--- src/rtl/uop_mem_port_pkg.sv ---
// Shared definitions for the micro-op memory port: FSM encoding and
// command/width strobe values as produced by the execute stage.
package uop_mem_port_pkg;

    typedef enum logic [1:0] {
        ST_IDLE  = 2'd0,
        ST_BEAT0 = 2'd1,
        ST_BEAT1 = 2'd2
    } mem_state_e;

    localparam logic MEM_CMD_READ  = 1'b0;
    localparam logic MEM_CMD_WRITE = 1'b1;
    localparam logic MEM_W8        = 1'b0;
    localparam logic MEM_W16       = 1'b1;

endpackage

--- src/rtl/uop_mem_port_if.sv ---
// 8-bit external memory bus; the port is master, the memory is slave.
interface uop_mem_port_if;

    logic        bus_req;
    logic        bus_we;
    logic [15:0] bus_addr;
    logic [7:0]  bus_wdata;
    logic        bus_ack;
    logic [7:0]  bus_rdata;

    modport master (
        output bus_req, bus_we, bus_addr, bus_wdata,
        input  bus_ack, bus_rdata
    );

    modport slave (
        input  bus_req, bus_we, bus_addr, bus_wdata,
        output bus_ack, bus_rdata
    );

endinterface

--- src/rtl/uop_mem_port_timeout.sv ---
// Per-beat wait counter: cleared on beat entry, counts cycles without ack and
// flags expiry on the cycle the count would reach TIMEOUT.
module uop_mem_timeout #(
    parameter int TIMEOUT = 255,
    parameter int CNT_W   = 8
) (
    input  logic clk,
    input  logic a_rst,
    input  logic clr,
    input  logic en,
    output logic expired
);

    localparam logic [CNT_W-1:0] LAST = CNT_W'(TIMEOUT - 1);

    logic [CNT_W-1:0] cnt_d;
    logic [CNT_W-1:0] cnt_q;

    // Next count: clear wins over increment.
    always_comb begin
        cnt_d = cnt_q;
        if (clr) begin
            cnt_d = '0;
        end else if (en) begin
            cnt_d = cnt_q + CNT_W'(1);
        end else begin
            cnt_d = cnt_q;
        end
    end

    // Counter register.
    always_ff @(posedge clk or negedge a_rst) begin
        if (!a_rst) begin
            cnt_q <= '0;
        end else begin
            cnt_q <= cnt_d;
        end
    end

    assign expired = en && (cnt_q == LAST);

endmodule

--- src/rtl/uop_mem_port.sv ---
// Micro-op memory port: owns the MAR, sequences 8/16-bit accesses over an
// 8-bit bus, stalls the execute stage and reports read data and timeouts.
module uop_mem_port
    import uop_mem_port_pkg::*;
#(
    parameter int TIMEOUT = 255,
    parameter int CNT_W   = 8
) (
    input  logic                  clk,
    input  logic                  a_rst,
    input  logic                  mar_wr,
    input  logic [15:0]           mar_in,
    input  logic                  mem_rq,
    input  logic                  mem_rq_cmd,
    input  logic                  mem_rq_width,
    input  logic [15:0]           wr_data,
    uop_mem_port_if.master        bus,
    output logic                  stop,
    output logic [15:0]           rd_data,
    output logic                  rd_valid,
    output logic                  bus_err,
    output logic [15:0]           mar
);

    mem_state_e  state_d, state_q;
    logic [15:0] mar_d, mar_q;
    logic [15:0] base_d, base_q;
    logic        cmd_d, cmd_q;
    logic        width_d, width_q;
    logic [15:0] wdata_d, wdata_q;
    logic [15:0] rd_data_d, rd_data_q;
    logic        rd_valid_d, rd_valid_q;
    logic        bus_err_d, bus_err_q;
    logic        bus_req_d, bus_req_q;
    logic        bus_we_d, bus_we_q;
    logic [15:0] bus_addr_d, bus_addr_q;
    logic [7:0]  bus_wdata_d, bus_wdata_q;
    logic        stop_d, stop_q;
    logic        tmo_clr, tmo_en, tmo_expired;

    uop_mem_timeout #(.TIMEOUT(TIMEOUT), .CNT_W(CNT_W)) u_timeout (
        .clk     (clk),
        .a_rst   (a_rst),
        .clr     (tmo_clr),
        .en      (tmo_en),
        .expired (tmo_expired)
    );

    // Sequencer: next state, transaction latches and read capture.
    always_comb begin
        state_d    = state_q;
        mar_d      = mar_wr ? mar_in : mar_q;
        base_d     = base_q;
        cmd_d      = cmd_q;
        width_d    = width_q;
        wdata_d    = wdata_q;
        rd_data_d  = rd_data_q;
        rd_valid_d = 1'b0;
        bus_err_d  = 1'b0;
        tmo_clr    = 1'b0;
        tmo_en     = 1'b0;
        case (state_q)
            ST_IDLE: begin
                if (mem_rq) begin
                    state_d = ST_BEAT0;
                    base_d  = mar_wr ? mar_in : mar_q;
                    cmd_d   = mem_rq_cmd;
                    width_d = mem_rq_width;
                    wdata_d = wr_data;
                    tmo_clr = 1'b1;
                end else begin
                    state_d = ST_IDLE;
                end
            end
            ST_BEAT0: begin
                tmo_en = !bus.bus_ack;
                if (bus.bus_ack) begin
                    if (cmd_q == MEM_CMD_READ) begin
                        // An 8-bit read zero-extends into the upper byte.
                        rd_data_d = (width_q == MEM_W16) ? {rd_data_q[15:8], bus.bus_rdata}
                                                         : {8'h00, bus.bus_rdata};
                    end else begin
                        rd_data_d = rd_data_q;
                    end
                    if (width_q == MEM_W16) begin
                        state_d = ST_BEAT1;
                        tmo_clr = 1'b1;
                    end else begin
                        state_d    = ST_IDLE;
                        rd_valid_d = (cmd_q == MEM_CMD_READ);
                    end
                end else if (tmo_expired) begin
                    state_d   = ST_IDLE;
                    bus_err_d = 1'b1;
                end else begin
                    state_d = state_q;
                end
            end
            ST_BEAT1: begin
                tmo_en = !bus.bus_ack;
                if (bus.bus_ack) begin
                    state_d    = ST_IDLE;
                    rd_valid_d = (cmd_q == MEM_CMD_READ);
                    if (cmd_q == MEM_CMD_READ) begin
                        rd_data_d = {bus.bus_rdata, rd_data_q[7:0]};
                    end else begin
                        rd_data_d = rd_data_q;
                    end
                end else if (tmo_expired) begin
                    state_d   = ST_IDLE;
                    bus_err_d = 1'b1;
                end else begin
                    state_d = state_q;
                end
            end
            default: begin
                state_d = ST_IDLE;
            end
        endcase
    end

    // Bus-side outputs are registered from the next state so they line up with it.
    always_comb begin
        stop_d    = (state_d != ST_IDLE);
        bus_req_d = (state_d != ST_IDLE);
        bus_we_d  = (state_d != ST_IDLE) && (cmd_d == MEM_CMD_WRITE);
        case (state_d)
            ST_BEAT0: begin
                bus_addr_d  = base_d;
                bus_wdata_d = wdata_d[7:0];
            end
            ST_BEAT1: begin
                bus_addr_d  = base_d + 16'd1;
                bus_wdata_d = wdata_d[15:8];
            end
            default: begin
                bus_addr_d  = bus_addr_q;
                bus_wdata_d = bus_wdata_q;
            end
        endcase
    end

    // State and output registers.
    always_ff @(posedge clk or negedge a_rst) begin
        if (!a_rst) begin
            state_q     <= ST_IDLE;
            mar_q       <= 16'h0000;
            base_q      <= 16'h0000;
            cmd_q       <= 1'b0;
            width_q     <= 1'b0;
            wdata_q     <= 16'h0000;
            rd_data_q   <= 16'h0000;
            rd_valid_q  <= 1'b0;
            bus_err_q   <= 1'b0;
            bus_req_q   <= 1'b0;
            bus_we_q    <= 1'b0;
            bus_addr_q  <= 16'h0000;
            bus_wdata_q <= 8'h00;
            stop_q      <= 1'b0;
        end else begin
            state_q     <= state_d;
            mar_q       <= mar_d;
            base_q      <= base_d;
            cmd_q       <= cmd_d;
            width_q     <= width_d;
            wdata_q     <= wdata_d;
            rd_data_q   <= rd_data_d;
            rd_valid_q  <= rd_valid_d;
            bus_err_q   <= bus_err_d;
            bus_req_q   <= bus_req_d;
            bus_we_q    <= bus_we_d;
            bus_addr_q  <= bus_addr_d;
            bus_wdata_q <= bus_wdata_d;
            stop_q      <= stop_d;
        end
    end

    assign bus.bus_req   = bus_req_q;
    assign bus.bus_we    = bus_we_q;
    assign bus.bus_addr  = bus_addr_q;
    assign bus.bus_wdata = bus_wdata_q;
    assign stop          = stop_q;
    assign rd_data       = rd_data_q;
    assign rd_valid      = rd_valid_q;
    assign bus_err       = bus_err_q;
    assign mar           = mar_q;

endmodule

--- src/flat_wrapper.sv ---
// flat-port wrapper written by rule: the top's interface ports become plain ports
module uop_mem_port_flat import uop_mem_port_pkg::*;
#(
    parameter int TIMEOUT = 255,
    parameter int CNT_W   = 8
)
  (clk, a_rst, mar_wr, mar_in, mem_rq, mem_rq_cmd, mem_rq_width, wr_data, stop, rd_data, rd_valid, bus_err, mar, bus_bus_req, bus_bus_we, bus_bus_addr, bus_bus_wdata, bus_bus_ack, bus_bus_rdata);
  uop_mem_port_if bus_i ();
  input  logic clk;
  input  logic a_rst;
  input  logic mar_wr;
  input  logic [15:0] mar_in;
  input  logic mem_rq;
  input  logic mem_rq_cmd;
  input  logic mem_rq_width;
  input  logic [15:0] wr_data;
  output logic stop;
  output logic [15:0] rd_data;
  output logic rd_valid;
  output logic bus_err;
  output logic [15:0] mar;
  output wire logic [$bits(bus_i.bus_req)-1:0] bus_bus_req;
  output wire logic [$bits(bus_i.bus_we)-1:0] bus_bus_we;
  output wire logic [$bits(bus_i.bus_addr)-1:0] bus_bus_addr;
  output wire logic [$bits(bus_i.bus_wdata)-1:0] bus_bus_wdata;
  input wire logic [$bits(bus_i.bus_ack)-1:0] bus_bus_ack;
  input wire logic [$bits(bus_i.bus_rdata)-1:0] bus_bus_rdata;
  assign bus_bus_req = bus_i.bus_req;
  assign bus_bus_we = bus_i.bus_we;
  assign bus_bus_addr = bus_i.bus_addr;
  assign bus_bus_wdata = bus_i.bus_wdata;
  assign bus_i.bus_ack = bus_bus_ack;
  assign bus_i.bus_rdata = bus_bus_rdata;
  uop_mem_port #(.TIMEOUT(TIMEOUT), .CNT_W(CNT_W)) u_core (.clk(clk), .a_rst(a_rst), .mar_wr(mar_wr), .mar_in(mar_in), .mem_rq(mem_rq), .mem_rq_cmd(mem_rq_cmd), .mem_rq_width(mem_rq_width), .wr_data(wr_data), .bus(bus_i), .stop(stop), .rd_data(rd_data), .rd_valid(rd_valid), .bus_err(bus_err), .mar(mar));
endmodule
--- config.mk ---
export PLATFORM = sky130hd
export DESIGN_NAME = uop_mem_port_flat
export DESIGN_NICKNAME = d
export VERILOG_FILES = /design/src/rtl/uop_mem_port_pkg.sv /design/src/rtl/uop_mem_port_if.sv /design/src/rtl/uop_mem_port_timeout.sv /design/src/rtl/uop_mem_port.sv /design/src/flat_wrapper.sv
export SDC_FILE = /design/constraint.sdc
export NUM_CORES = 1
export LEC_CHECK = 0
export ABC_AREA = 1
export CORE_MARGIN = 3
export CORE_UTILIZATION = 50
export CTS_CLUSTER_SIZE = 40
export DETAILED_ROUTE_END_ITERATION = 16
export PLACE_DENSITY = 0.8
export REMOVE_ABC_BUFFERS = 1
export SLEW_MARGIN = 20
export SYNTH_ARGS = -nofsm -noshare
export SYNTH_HDL_FRONTEND = slang
export SYNTH_SLANG_ARGS = --single-unit
--- constraint.sdc ---
create_clock -name clk -period 7 [get_ports clk]
set_clock_uncertainty 0.15 [all_clocks]
set_input_delay 1.4 -clock clk [delete_from_list [all_inputs] [get_ports clk]]
set_output_delay 1.4 -clock clk [all_outputs]
set_load 0.05 [all_outputs]
# Yosys cells after proc, flatten, opt, wreduce, memory -nomap -nowiden
# Cells that the tools add are included.
# classes
n_reduce_logical,12
addsub,2
eq_ne,10
bitwise_logic,2
n_mux,35
# op_table
op,n
$mux W16,10
$pmux W16 S2,2
$add A16 B1 Y16 const B,1
$mux W8,2
$pmux W8 S2,1
$mux W1,13
$ne A2 B2 Y1 const B,5
$add A8 B1 Y8 const B,1
$eq A8 B8 Y1 const B,1
$mux W2,4
$reduce_bool A2 Y1,4
$pmux W2 S3,1
$reduce_and A6 Y1,1
$eq A2 B1 Y1 const B,2
$eq A2 B2 Y1 const B,2
$pmux W1 S2,2
$reduce_and A4 Y1,1
$logic_and A1 B1 Y1,2
$logic_not A2 Y1,1
$not A1 Y1,2
$reduce_and A2 Y1,1
$reduce_or A2 Y1,1
$logic_not A1 Y1,1
# totals
regBits,104
word_cells,76
output_inout_bits,61

# Logic depth before layout (Yosys ltp)
# Gate-level depths: netlist of run 1.
# depth
depth_word,9
mapped_depth,19

# Cells and area by module
# From an unflattened synthesis of run 1, not the netlist that was laid out.
# unflattened
cells_unflattened,595
hier_area_um2,4908.5
# modules_own_cells
mod,instances,area_per_inst_um2,cells_each
uop_mem_port,1,4434.3,531
uop_mem_timeout,1,474.2,64

# Worst setup path after synthesis of run 1
# No wires, ideal clock.
# synth_path
kind,input port to flip-flop
startpoint,in mem_rq
endpoint,"reg u_core.bus_addr_q[13], in the netlist u_core.bus.bus_addr[13]"
cell_stages,13
t_arrival_ns,3.211
slack_ns,3.522
setup_ns,0.118
n_path_buf,2
cell_sequence,nand2_2 buf_2 clkbuf_1 a21oi_1 inv_1 ha_1 clkinv_1 nor2_1 nand3_2 nor2_4 nand4_1 nand3_1 nand2_1
# synth_between
elab_chain_len,4
word_cells_on_any_way,9
cone_classes,add/sub: 1; eq/ne: 2; mux: 5; reduce/logical: 1
# synth_lines
element,line,text
from (decl),flat_wrapper.sv:13,input logic mem_rq;
$mux W1 *,uop_mem_port.sv:64,if (mem_rq) begin
$pmux W2 S3 *,uop_mem_port.sv:62,case (state_q)
net u_core.state_d[0],uop_mem_port.sv:25,"mem_state_e state_d, state_q;"
$eq A2 B2 Y1 / $eq A2 B1 Y1 (equally long branches),uop_mem_port.sv:127,case (state_d)
$pmux W16 S2 / $reduce_bool A2 Y1 (equally long branches),n/a,
to (signal assigned),uop_mem_port.sv:172,bus_addr_q <= bus_addr_d;
to (decl),uop_mem_port.sv:36,"logic [15:0] bus_addr_d, bus_addr_q;"
# The timed path passes the listed nets; every way through them passes the cells marked *.
# A chain may end at the register's enable or synchronous reset.

# Worst setup path in the final report of run 1
# layout_path
startpoint,in bus_bus_ack
endpoint,"reg u_core.bus_addr_q[13], in the netlist u_core.bus.bus_addr[13]"
# layout_between
elab_chain_len,8
word_cells_on_any_way,11
cone_classes,eq/ne: 2; mux: 6; reduce/logical: 3
# layout_lines
element,line,text
from (decl),flat_wrapper.sv:26,input wire logic [$bits(bus_i.bus_ack)-1:0] bus_bus_ack;
$logic_not A1 Y1,"uop_mem_port.sv:76, uop_mem_port.sv:100",
$mux W1,n/a,
$logic_and A1 B1 Y1,uop_mem_port_timeout.sv:40,assign expired = en && (cnt_q == LAST);
$mux W2,"uop_mem_port.sv:92, uop_mem_port.sv:109",
$mux W2 (on tied branches),"uop_mem_port.sv:101, uop_mem_port.sv:77",
$pmux W2 S3 *,uop_mem_port.sv:62,
net u_core.state_d[1],uop_mem_port.sv:25,
$eq A2 B2 Y1 / $eq A2 B1 Y1 (equally long branches),uop_mem_port.sv:127,
$pmux W16 S2 / $reduce_bool A2 Y1 (equally long branches),n/a,
# Marks and branches as above.

==> results of run 1 <==
-- worst min-delay path, stage by stage, from the launching register on --
cell and delay [ns]:
dfrtp_1 0.33, nand2_1 0.05, nand2_1 0.07
-- stage by stage --
stage / setup WS (ns) / instances / cell area [um2]
after global placement: 2.304 / 746 / 5821
after floorplan: 3.364 / 528 / 4594
after detailed placement: 2.162 / 746 / 5821
after global routing: 2.153 / 761 / 6055
after CTS: 2.475 / 761 / 6055
final: 2.426 / 761 / 6055
-- sequential cells by signal, summed over array words and instances (netlist names) --
name and cells:
u_core.bus_err 1, u_core.bus.bus_req 1, u_core.wdata_q 16, u_core.bus.bus_wdata 8
u_core.state_q 2, u_core.bus.bus_we 1, u_core.rd_data 16, u_core.bus.bus_addr 16
u_core.base_q 16, u_core.width_q 1, u_core.cmd_q 1, u_core.u_timeout.cnt_q 8
u_core.mar 16, u_core.rd_valid 1
-- final timing paths --
path                                   start                       to  slack, ns  cells past startpoint
max                              bus_bus_ack  u_core.bus.bus_addr[13]       2.43                     17
min                        u_core.wdata_q[3]        u_core.wdata_q[3]       0.33                      2
max reg2reg                u_core.state_q[0]  u_core.bus.bus_addr[13]       3.29                     17
min reg2reg                u_core.wdata_q[3]        u_core.wdata_q[3]       0.33                      2
max in group asynchronous              a_rst   u_core.bus.bus_addr[5]       4.67                      2
min in group asynchronous              a_rst       u_core.rd_data[15]       0.87                      1
-- synth_stat cells (4+ instances only) --
| cell | count |
|---|---|
| dfrtp_1 | 104 |
| nand2_1 | 185 |
| nor2_1 | 28 |
| a21oi_1 | 11 |
| buf_2 | 6 |
| clkbuf_1 | 6 |
| nand3_2 | 4 |
| ha_1 | 9 |
| o21ai_2 | 4 |
| nor2_4 | 4 |
| nand3_1 | 23 |
| o22ai_1 | 8 |
| inv_1 | 63 |
| o21ai_0 | 36 |
| nand4_1 | 7 |
| nand2_2 | 13 |
-- logic make-up (layout without fill, tap and decap cells) --
| logic type | after synthesis | in the layout | share of synthesized area (%) |
|---|---|---|---|
| and+or+nand+nor | 277 | 277 | 25.94 |
| DFF | 104 | 104 | 55.29 |
| buffers and inverters | 85 | 193 | 7.974 |
| AOI/OAI and AO/OA | 69 | 69 | 8.213 |
| adders and majority gates | 9 | 9 | 2.392 |
| xor gates and xnor gates | 1 | 1 | 0.1861 |
-- report_power, final --
part / total [W] / switching [W] / internal [W] / leakage (nW)
sequential: 0.000866 / 0.0000933 / 0.000772 / 1.29
combinational: 0.00106 / 0.000721 / 0.000334 / 1.60
clock: 0.000435 / 0.000198 / 0.000237 / 0.113
-- layout by cell type, fill, tap and decap left out --
| cell | netlist | layout |
|---|---|---|
| o31ai_1 | 3 | 3 |
| o21ai_2 | 4 | 4 |
| nand2_2 | 13 | 13 |
| o21a_1 | 2 | 2 |
| o21ai_1 | 2 | 2 |
| nor2_2 | 2 | 2 |
| ha_1 | 9 | 9 |
| o21ai_0 | 36 | 36 |
| clkdlybuf4s50_1 | 0 | 106 |
| nand4_1 | 7 | 7 |
| dfrtp_1 | 104 | 104 |
| clkbuf_8 | 0 | 9 |
| nand3_2 | 4 | 4 |
| clkinv_1 | 1 | 1 |
| nand3_1 | 23 | 23 |
| bufinv_16 | 0 | 3 |
| inv_1 | 63 | 63 |
| buf_4 | 1 | 4 |
| nor2_1 | 28 | 28 |
| nor2_4 | 4 | 4 |
| clkinvlp_4 | 0 | 1 |
| a31oi_1 | 3 | 3 |
| and3_1 | 1 | 1 |
| nand2_4 | 1 | 1 |
| xor2_1 | 1 | 1 |
| nor2_8 | 1 | 1 |
| or2_2 | 3 | 3 |
| inv_8 | 1 | 1 |
| nor3_1 | 3 | 3 |
| nand2_1 | 185 | 185 |
| clkinv_4 | 0 | 1 |
| a21oi_1 | 11 | 11 |
| clkbuf_1 | 6 | 1 |
| o22ai_1 | 8 | 8 |
| nor4_1 | 2 | 2 |
| inv_2 | 3 | 3 |
-- routing by layer --
| metal | vias up | GRT usage [%] | share of wire, % |
|---|---|---|---|
| li1 | 1919 | - | - |
| met4 | 0 | 6.773 | 1.5 |
| met1 | 1849 | 28.20 | 44 |
| met3 | 19 | 3.180 | 4.1 |
| met2 | 108 | 36.26 | 50 |
| met5 | - | 0 | 0 |
-- cell type report --
| type | instances | share of cell area, % |
|---|---|---|
| Sequential cell | 104 | 42.98 |
| Multi-Input combinational cell | 356 | 28.56 |
| Timing Repair Buffer | 110 | 18.02 |
| Inverter | 68 | 4.340 |
| Tap cell | 108 | 2.232 |
| Clock buffer | 10 | 2.108 |
| Clock inverter | 5 | 1.757 |
==> flow_summary.json, run 1 <==
{
  "outcome": "completed",
  "synthesis.area_um2": 4707,
  "avgRoutedWirePerCell_um": 14.11,
  "cts.repair.resized": 0,
  "cts_tree": "done",
  "fin_setup_tns_ns": 0,
  "place.gp.congestion": 0.9364,
  "num_rows": 34,
  "hold_path.class": "flop to flop",
  "synth.top_cell.area_share_pct": 55.29,
  "regArea_um2": 2603,
  "fin_crit_sh_pct": 65.34,
  "synth_cell_types": 34,
  "clockBufferDepth": 2,
  "worst_ep_arrival_time_ns": 4.68,
  "critical-path-max-stage-delay_ns": 0.54,
  "fin_util_pct": 67.77,
  "critPathRequiredTime_ns": 7.10,
  "io_pins": 108,
  "totalWireLength_um": 10740,
  "tightest_slew_ns": 0.7621,
  "clk_pin_slew_worst_paths_ns": 0.09,
  "ys.flop_type": "dfrtp_1",
  "yosysWarnings": 0,
  "avgViaCountPerCell": 5.118,
  "grt_pass1_wl_um": 17820,
  "insertedDiodeCount": 0,
  "core_um2": 8934,
  "dp_hpwl_um": 7630,
  "ir_drop_mv": 0.2181,
  "grt_pass1_vias": 3837,
  "io_buffers": 107,
  "setup_viol": 0,
  "drc_errors": 0,
  "rsz0062_at_grt": "no",
  "synth_cells": 545,
  "overflow": 0,
  "critPathTopFamily": "simple AND/OR/NAND/NOR gates",
  "clock.fmax_mhz": 218.6,
  "slew_headroom_pct": 49.14,
  "clock_latency_ns": 0.36,
  "drv_cap": 0,
  "area_delta_synth_final_pct": 28.63,
  "finalHoldViolations": 0,
  "finalHoldWorstSlack_ns": 0.3281,
  "multiInputGateArea_um2": 1729,
  "p_total_w": 0.002356,
  "cts_setup_buffers": 0,
  "drtIter0Drc": 248,
  "syn_avg_cell_area_um2": 8.637,
  "async_reset_ff_share_pct": 100.0,
  "cts_inserted_buffers": 9,
  "power_leakage_nw": 2.998,
  "cts_hold_buffers": 0,
  "synth_area_leaders": "dfrtp_1 55%, nand2_1 15%, inv_1 5.0%",
  "grt_max_degree": 59,
  "fp.dieArea_um2": 10610,
  "root_buffer": "clkbuf_8",
  "drv_slew": 0,
  "h-tree-depth": 3,
  "clock-sinks": 104,
  "p_per_area_nw_per_um2": 389.1,
  "via_count": 3895,
  "ys_seq_area_share_pct": 55.29,
  "cp_common_cell": "inv_1",
  "crit_slowest_cell": "clkdlybuf4s50_1",
  "layout_min_cycle_time_ns": 4.574,
  "crit_path_cell_trace": "clkdlybuf4s50_1 > inv_1 > nand2_1 > inv_1 > nand4_1 > inv_1 > o31ai_1 > nand2_1 > inv_1 > ha_1 > clkinv_1 > nor2_1 > nand3_2 > nor2_4 > nand4_1 > nand3_1 > nand2_1",
  "synth-seq-cells": 104,
  "synth_enable_flop_cells": 0,
  "initial_core_util_pct": 52.69,
  "crit_buf_inv": 6,
  "layout-drive-gt1-share_pct": 8.270,
  "ant_nets": 0,
  "yosysTopAreaCell": "dfrtp_1",
  "firstDrtPassIters": 5,
  "crit_fanout": 13,
  "die_w_um": 103.0,
  "antenna_found_initial": 0,
  "fill_cells": 726,
  "final_nets": 705,
  "grtUsageTotal_pct": 21.32,
  "die_h_um": 103.0,
  "endpoint_kind": "flop",
  "setup.worst_path.class": "input port to flop",
  "cp-start-kind": "input port"
}
Note: power is estimated with default switching activity, not from simulation.
==> run 2: changes to the inputs <==
==> constraint.sdc (replaced) <==
create_clock -name clk -period 4.3 [get_ports clk]
set_clock_uncertainty 0.15 [all_clocks]
set_input_delay 0.86 -clock clk [delete_from_list [all_inputs] [get_ports clk]]
set_output_delay 0.86 -clock clk [all_outputs]
set_load 0.05 [all_outputs]
==> run 2 against run 1 <==
Net effect: non-clock buffer count is 6 higher; utilization is 0.39 points higher; clock power is 58% higher; wire length is 1.9% higher; critical path depth stayed put; clock-buffer cell count is 1 lower; sequential share of layout area is 0.25 points lower; first-iteration DRC count is 40% lower; global-route usage is 0.73 points higher; power is 63% higher; largest cell class unchanged; largest power group unchanged.
==> flow_summary.json, run 2 (synthesized netlist as in run 1, its figures left out) <==
{
  "antenna_found_initial": 0,
  "final_cell_count_no_fill": 768,
  "p_switching_w": 0.001685,
  "drv_cap": 0,
  "ir_drop_mv": 0.3921,
  "slew_headroom_pct": 46.93,
  "grt_use_met3_pct": 4.668,
  "h-tree-depth": 3,
  "critPathTopFamily": "simple AND/OR/NAND/NOR gates",
  "insertedDiodeCount": 0,
  "layout_min_cycle_time_ns": 3.518,
  "grtUsageTotal_pct": 22.05,
  "place.gp.congestion": 0.9119,
  "place_area_um2": 5866,
  "setup.worst_path.class": "input port to flop",
  "final_nets": 711,
  "setup_viol": 0,
  "dp_cells": 752,
  "drc_errors": 0,
  "crit_slowest_cell": "clkdlybuf4s50_1",
  "ant_nets": 0,
  "final_cell_mix": "185 x nand2_1, 106 x clkdlybuf4s50_1, 104 x dfrtp_1",
  "core_um2": 8934,
  "drtIter0Drc": 149,
  "firstDrtPassIters": 4,
  "root_buffer": "clkbuf_8",
  "dp_hpwl_um": 7954,
  "drv_slew": 0,
  "rsz0062_at_grt": "no",
  "p_sw_share_pct": 43.97,
  "die_h_um": 103.0,
  "cts.repair.resized": 0,
  "cts_setup_buffers": 0,
  "cts_tree": "done",
  "fill_cells": 756,
  "die_w_um": 103.0,
  "grt_pass1_vias": 3877,
  "tightest_slew_ns": 0.7960,
  "clock_power_share_pct": 17.9,
  "p_per_area_nw_per_um2": 629.1,
  "dpl_worst_slack_ns": 0.4603,
  "power_leakage_nw": 3.030,
  "fp.dieArea_um2": 10610,
  "fin_crit_sh_pct": 81.81,
  "endpoint_kind": "flop",
  "multiInputGateArea_um2": 1729,
  "use_met1_pct": 29.55,
  "clock.fmax_mhz": 284.3,
  "layout_setup_ws_ns": 0.7822,
  "cp-start-kind": "input port",
  "grt_use_met2_pct": 36.26,
  "regArea_um2": 2603,
  "crit_fanout": 10,
  "clockBufferDepth": 2,
  "cts_inserted_buffers": 9,
  "totalWireLength_um": 10940,
  "p_comb_share_pct": 45.5,
  "fin_setup_tns_ns": 0,
  "finalHoldWorstSlack_ns": 0.3310,
  "avgRoutedWirePerCell_um": 14.25,
  "critical-path-max-stage-delay_ns": 0.53,
  "avgViaCountPerCell": 5.142,
  "initial_core_util_pct": 52.69,
  "hold_path.class": "flop to flop",
  "io_buffers": 107,
  "crit_buf_inv": 6,
  "worst_ep_arrival_time_ns": 3.63,
  "outcome": "completed",
  "finalHoldViolations": 0,
  "clock_latency_ns": 0.37,
  "clk_pin_slew_worst_paths_ns": 0.10,
  "internal_power_w": 0.002146,
  "io_pins": 108,
  "critPathRequiredTime_ns": 4.42,
  "clock-sinks": 104,
  "busiest_layer": "met2",
  "final_common_cell": "nand2_1",
  "via_count": 3949,
  "area_delta_synth_final_pct": 29.37,
  "final_cell_area_um2": 6090,
  "num_rows": 34,
  "grt_max_degree": 65,
  "cp_common_cell": "inv_1",
  "grt_pass1_wl_um": 18240,
  "overflow": 0,
  "cts_hold_buffers": 0,
  "layout-drive-gt1-share_pct": 9.394,
  "seqPwrFrac_pct": 36.6,
  "crit_path_cell_trace": "clkdlybuf4s50_1 > inv_1 > nand2_1 > inv_1 > nand4_1 > inv_1 > o31ai_1 > nand2_1 > inv_1 > ha_1 > clkinv_1 > nor2_1 > nand3_2 > nor2_4 > nand4_1 > nand3_1 > nand2_1"
}
[run 2: cell types whose count changed in the layout (fill, tap and decap cells not counted), sizes merged]
cell      delta
buf          +6
inv          +4
bufinv       -1
clkbuf       -1
clkinvlp     -1
[run 2: cell type report]
class / count / share of cell area [%]
timing repair buffer: 116 / 18.66
multi-input combinational: 356 / 28.40
sequential: 104 / 42.74
clock buffer: 9 / 2.034
inverter: 68 / 4.315
tap: 108 / 2.219
clock inverter: 7 / 1.644
[run 2: worst paths after layout]
path	start	to	slack [ns]	cells after the start
min in group asynchronous	a_rst	u_core.rd_data[15]	0.39	1
worst min register to register	u_core.wdata_q[0]	u_core.wdata_q[0]	0.33	2
worst max register to register	u_core.state_q[0]	u_core.bus.bus_addr[13]	1.09	17
max in group asynchronous	a_rst	u_core.bus.bus_addr[1]	2.76	2
worst max-delay path	bus_bus_ack	u_core.bus.bus_addr[13]	0.78	17
worst min-delay path	u_core.wdata_q[0]	u_core.wdata_q[0]	0.33	2
[run 2: worst register-to-register path, cell delays in order, from the launching register on]
cell and delay [ns]:
dfrtp_1 0.39, inv_1 0.09, ha_1 0.32, nand2_1 0.12
inv_1 0.09, nand4_1 0.13, inv_1 0.07, o31ai_1 0.21
nand2_1 0.12, inv_1 0.09, ha_1 0.17, clkinv_1 0.26
nor2_1 0.32, nand3_2 0.17, nor2_4 0.19, nand4_1 0.10
nand3_1 0.10, nand2_1 0.05
[run 2: per-layer routing]
metal | part of all wire, % | vias to the layer above
met3 | 6.4 | 17
met5 | 0 | -
met4 | 1.7 | 0
met2 | 48 | 121
li1 | - | 1930
met1 | 44 | 1881
[run 2: power by group through the flow]
stage | logic (W) | clock network, W | registers, W
global placement | 0.00171 | 0 | 0.00141
detailed placement | 0.00175 | 0 | 0.00142
global route | 0.00188 | 0.000741 | 0.00143
CTS | 0.00176 | 0.000700 | 0.00140
finish | 0.00174 | 0.000687 | 0.00140
floorplan | 0.000502 | 0 | 0.00203
[run 2: stage by stage]
step / power (W) / utilization (%)
finish: 0.003831 / 68.17
global route: 0.004047 / 68.17
CTS: 0.003858 / 68.17
detailed placement: 0.003166 / 65.66
global placement: 0.003128 / 65.66
floorplan: 0.002536 / -
==> run 3: changes to the inputs <==
==> constraint.sdc (replaced) <==
create_clock -name clk -period 3.3 [get_ports clk]
set_clock_uncertainty 0.15 [all_clocks]
set_input_delay 0.66 -clock clk [delete_from_list [all_inputs] [get_ports clk]]
set_output_delay 0.66 -clock clk [all_outputs]
set_load 0.05 [all_outputs]
==> run 3 against run 2 <==
Net effect: clock power up 2%; sequential share of layout area down 0.088 points; largest cell class unchanged; cell count up 0.78%; wire length up 0.96%; utilization up 0.14 points; global-route usage up 0.14 points; via count down 0.81%; sequential cell count unchanged; die area unchanged.
==> flow_summary.json, run 3 (synthesized netlist as in run 1, its figures left out) <==
{
  "fill_cells": 719,
  "drc_errors": 0,
  "totalWireLength_um": 11050,
  "avgRoutedWirePerCell_um": 14.27,
  "cp-start-kind": "input port",
  "routed-wl-met3_um": 574,
  "crit_path_cell_trace": "clkdlybuf4s50_1 > inv_1 > nand2_1 > inv_1 > nand4_1 > inv_1 > o31ai_2 > nand2_1 > inv_1 > ha_2 > clkinv_1 > nor2_2 > nand3_2 > nor2_4 > nand4_1 > nand3_1 > nand2_1",
  "root_buffer": "clkbuf_8",
  "grt_max_degree": 57,
  "initial_core_util_pct": 52.69,
  "critPathRequiredTime_ns": 3.41,
  "final_cell_mix": "185 x nand2_1, 106 x clkdlybuf4s50_1, 104 x dfrtp_1",
  "maxUsedRoutingLayer": "met4",
  "area_delta_synth_final_pct": 29.64,
  "reg2regPathDepth": 17,
  "ff2ff_setup_slack_ns": 0.39,
  "io_buffers": 107,
  "critical-path-max-stage-delay_ns": 0.50,
  "clock.fmax_mhz": 336.2,
  "p_per_area_nw_per_um2": 790.2,
  "die_h_um": 103.0,
  "power_leakage_nw": 3.042,
  "drv_cap": 0,
  "insertedDiodeCount": 0,
  "crit_slowest_cell": "clkdlybuf4s50_1",
  "crit_fanout": 7,
  "cts_setup_buffers": 0,
  "slew_headroom_pct": 56.87,
  "tightest_slew_ns": 0.6410,
  "grt_pass1_wl_um": 18470,
  "rsz0062_at_grt": "no",
  "setup_viol": 0,
  "grt_pass1_vias": 3951,
  "ant_nets": 0,
  "met1_length_um": 4833,
  "ir_drop_mv": 0.5594,
  "met2WireLength_um": 5515,
  "crit_cells": 17,
  "endpoint_kind": "flop",
  "cts_hold_buffers": 0,
  "antenna_found_initial": 0,
  "fin_util_pct": 68.31,
  "via_count": 3917,
  "r2r_end": "u_core.bus.bus_addr[15]",
  "fp.dieArea_um2": 10610,
  "clock-sinks": 104,
  "fin_setup_tns_ns": 0,
  "io_pins": 108,
  "firstDrtPassIters": 4,
  "layout_min_cycle_time_ns": 2.975,
  "fin_crit_sh_pct": 90.14,
  "critPathTopFamily": "simple AND/OR/NAND/NOR gates",
  "place_area_um2": 5931,
  "cts_tree": "done",
  "p_total_w": 0.004822,
  "crit_buf_inv": 6,
  "drtIter0Drc": 192,
  "clk_pin_slew_worst_paths_ns": 0.10,
  "r2r_start": "u_core.state_q[1]",
  "avgViaCountPerCell": 5.061,
  "place.gp.congestion": 0.9330,
  "finalHoldViolations": 0,
  "clockBufferDepth": 2,
  "core_um2": 8934,
  "overflow": 0,
  "final_common_cell": "nand2_1",
  "clock_latency_ns": 0.36,
  "num_rows": 34,
  "setup.worst_path.class": "input port to flop",
  "worst_ep_arrival_time_ns": 3.08,
  "grtUsageTotal_pct": 22.20,
  "final_cell_area_um2": 6102,
  "die_w_um": 103.0,
  "drv_slew": 0,
  "cts_inserted_buffers": 9,
  "layout-drive-gt1-share_pct": 10.66,
  "outcome": "completed",
  "final_nets": 718,
  "hold_path.class": "input port to asynchronous set/reset pin",
  "cp_common_cell": "inv_1",
  "dp_hpwl_um": 8166,
  "h-tree-depth": 3
}
run 3: worst register-to-register path, stage by stage, from the launching register on:
cell	delay [ns]
dfrtp_1	0.42
inv_1	0.12
ha_1	0.26
nand2_1	0.11
inv_1	0.08
nand4_1	0.11
inv_1	0.07
o31ai_2	0.20
nand2_1	0.11
inv_1	0.09
ha_2	0.21
clkinv_1	0.10
nor2_2	0.15
nand3_2	0.14
nor2_4	0.20
nand4_1	0.12
nand3_1	0.11
nand2_1	0.05
run 3: area by class of cell:
type | instances | area (um2) | area share [%]
flip-flops and latches | 104 | 2603 | 42.65
multi-input cells | 356 | 1739 | 28.50
repair buffers | 123 | 1201 | 19.68
inverters | 68 | 262.8 | 4.306
well taps | 108 | 135.1 | 2.214
clock buffers | 9 | 123.9 | 2.030
clock inverters | 6 | 37.54 | 0.6151
run 3: how the worst max path moves through the flow:
stage,startpoint,end,slack [ns]
after floorplan,u_core.state_q[0],u_core.bus.bus_addr[13],0.37
after global placement,bus_bus_ack,u_core.bus.bus_addr[15],0.09
after detailed placement,bus_bus_ack,u_core.bus.bus_addr[15],-0.14
after CTS,bus_bus_ack,u_core.bus.bus_addr[15],0.23
after global routing,bus_bus_ack,u_core.bus.bus_addr[15],0.06
final,bus_bus_ack,u_core.bus.bus_addr[15],0.33
run 3: metal layers:
layer,vias up,GRT usage (%)
li1,1937,-
met1,1862,29.71
met2,109,37.89
met3,9,3.721
met4,0,5.378
met5,-,0
run 3: timing repair:
action / in CTS / in global routing
hold endpoints to repair: 0 / 0
endpoints found under the setup margin: 0 / 5
resized for setup: 0 / 3
run 3: report_power, final:
| part | internal (W) | switching (W) | leakage (nW) |
|---|---|---|---|
| sequential | 0.00164 | 0.000186 | 1.29 |
| clock | 0.000268 | 0.000432 | 0.0886 |
| combinational | 0.000740 | 0.00156 | 1.67 |
run 3: through the flow:
stage               cells  worst slack (ns)  hold WS [ns]
floorplan             528            0.3716        0.2144
global placement      759           0.08854        0.3031
detailed placement    759           -0.1390        0.3106
CTS                   774            0.2329        0.1824
global route          774           0.05807        0.1984
finish                774            0.3253        0.1509
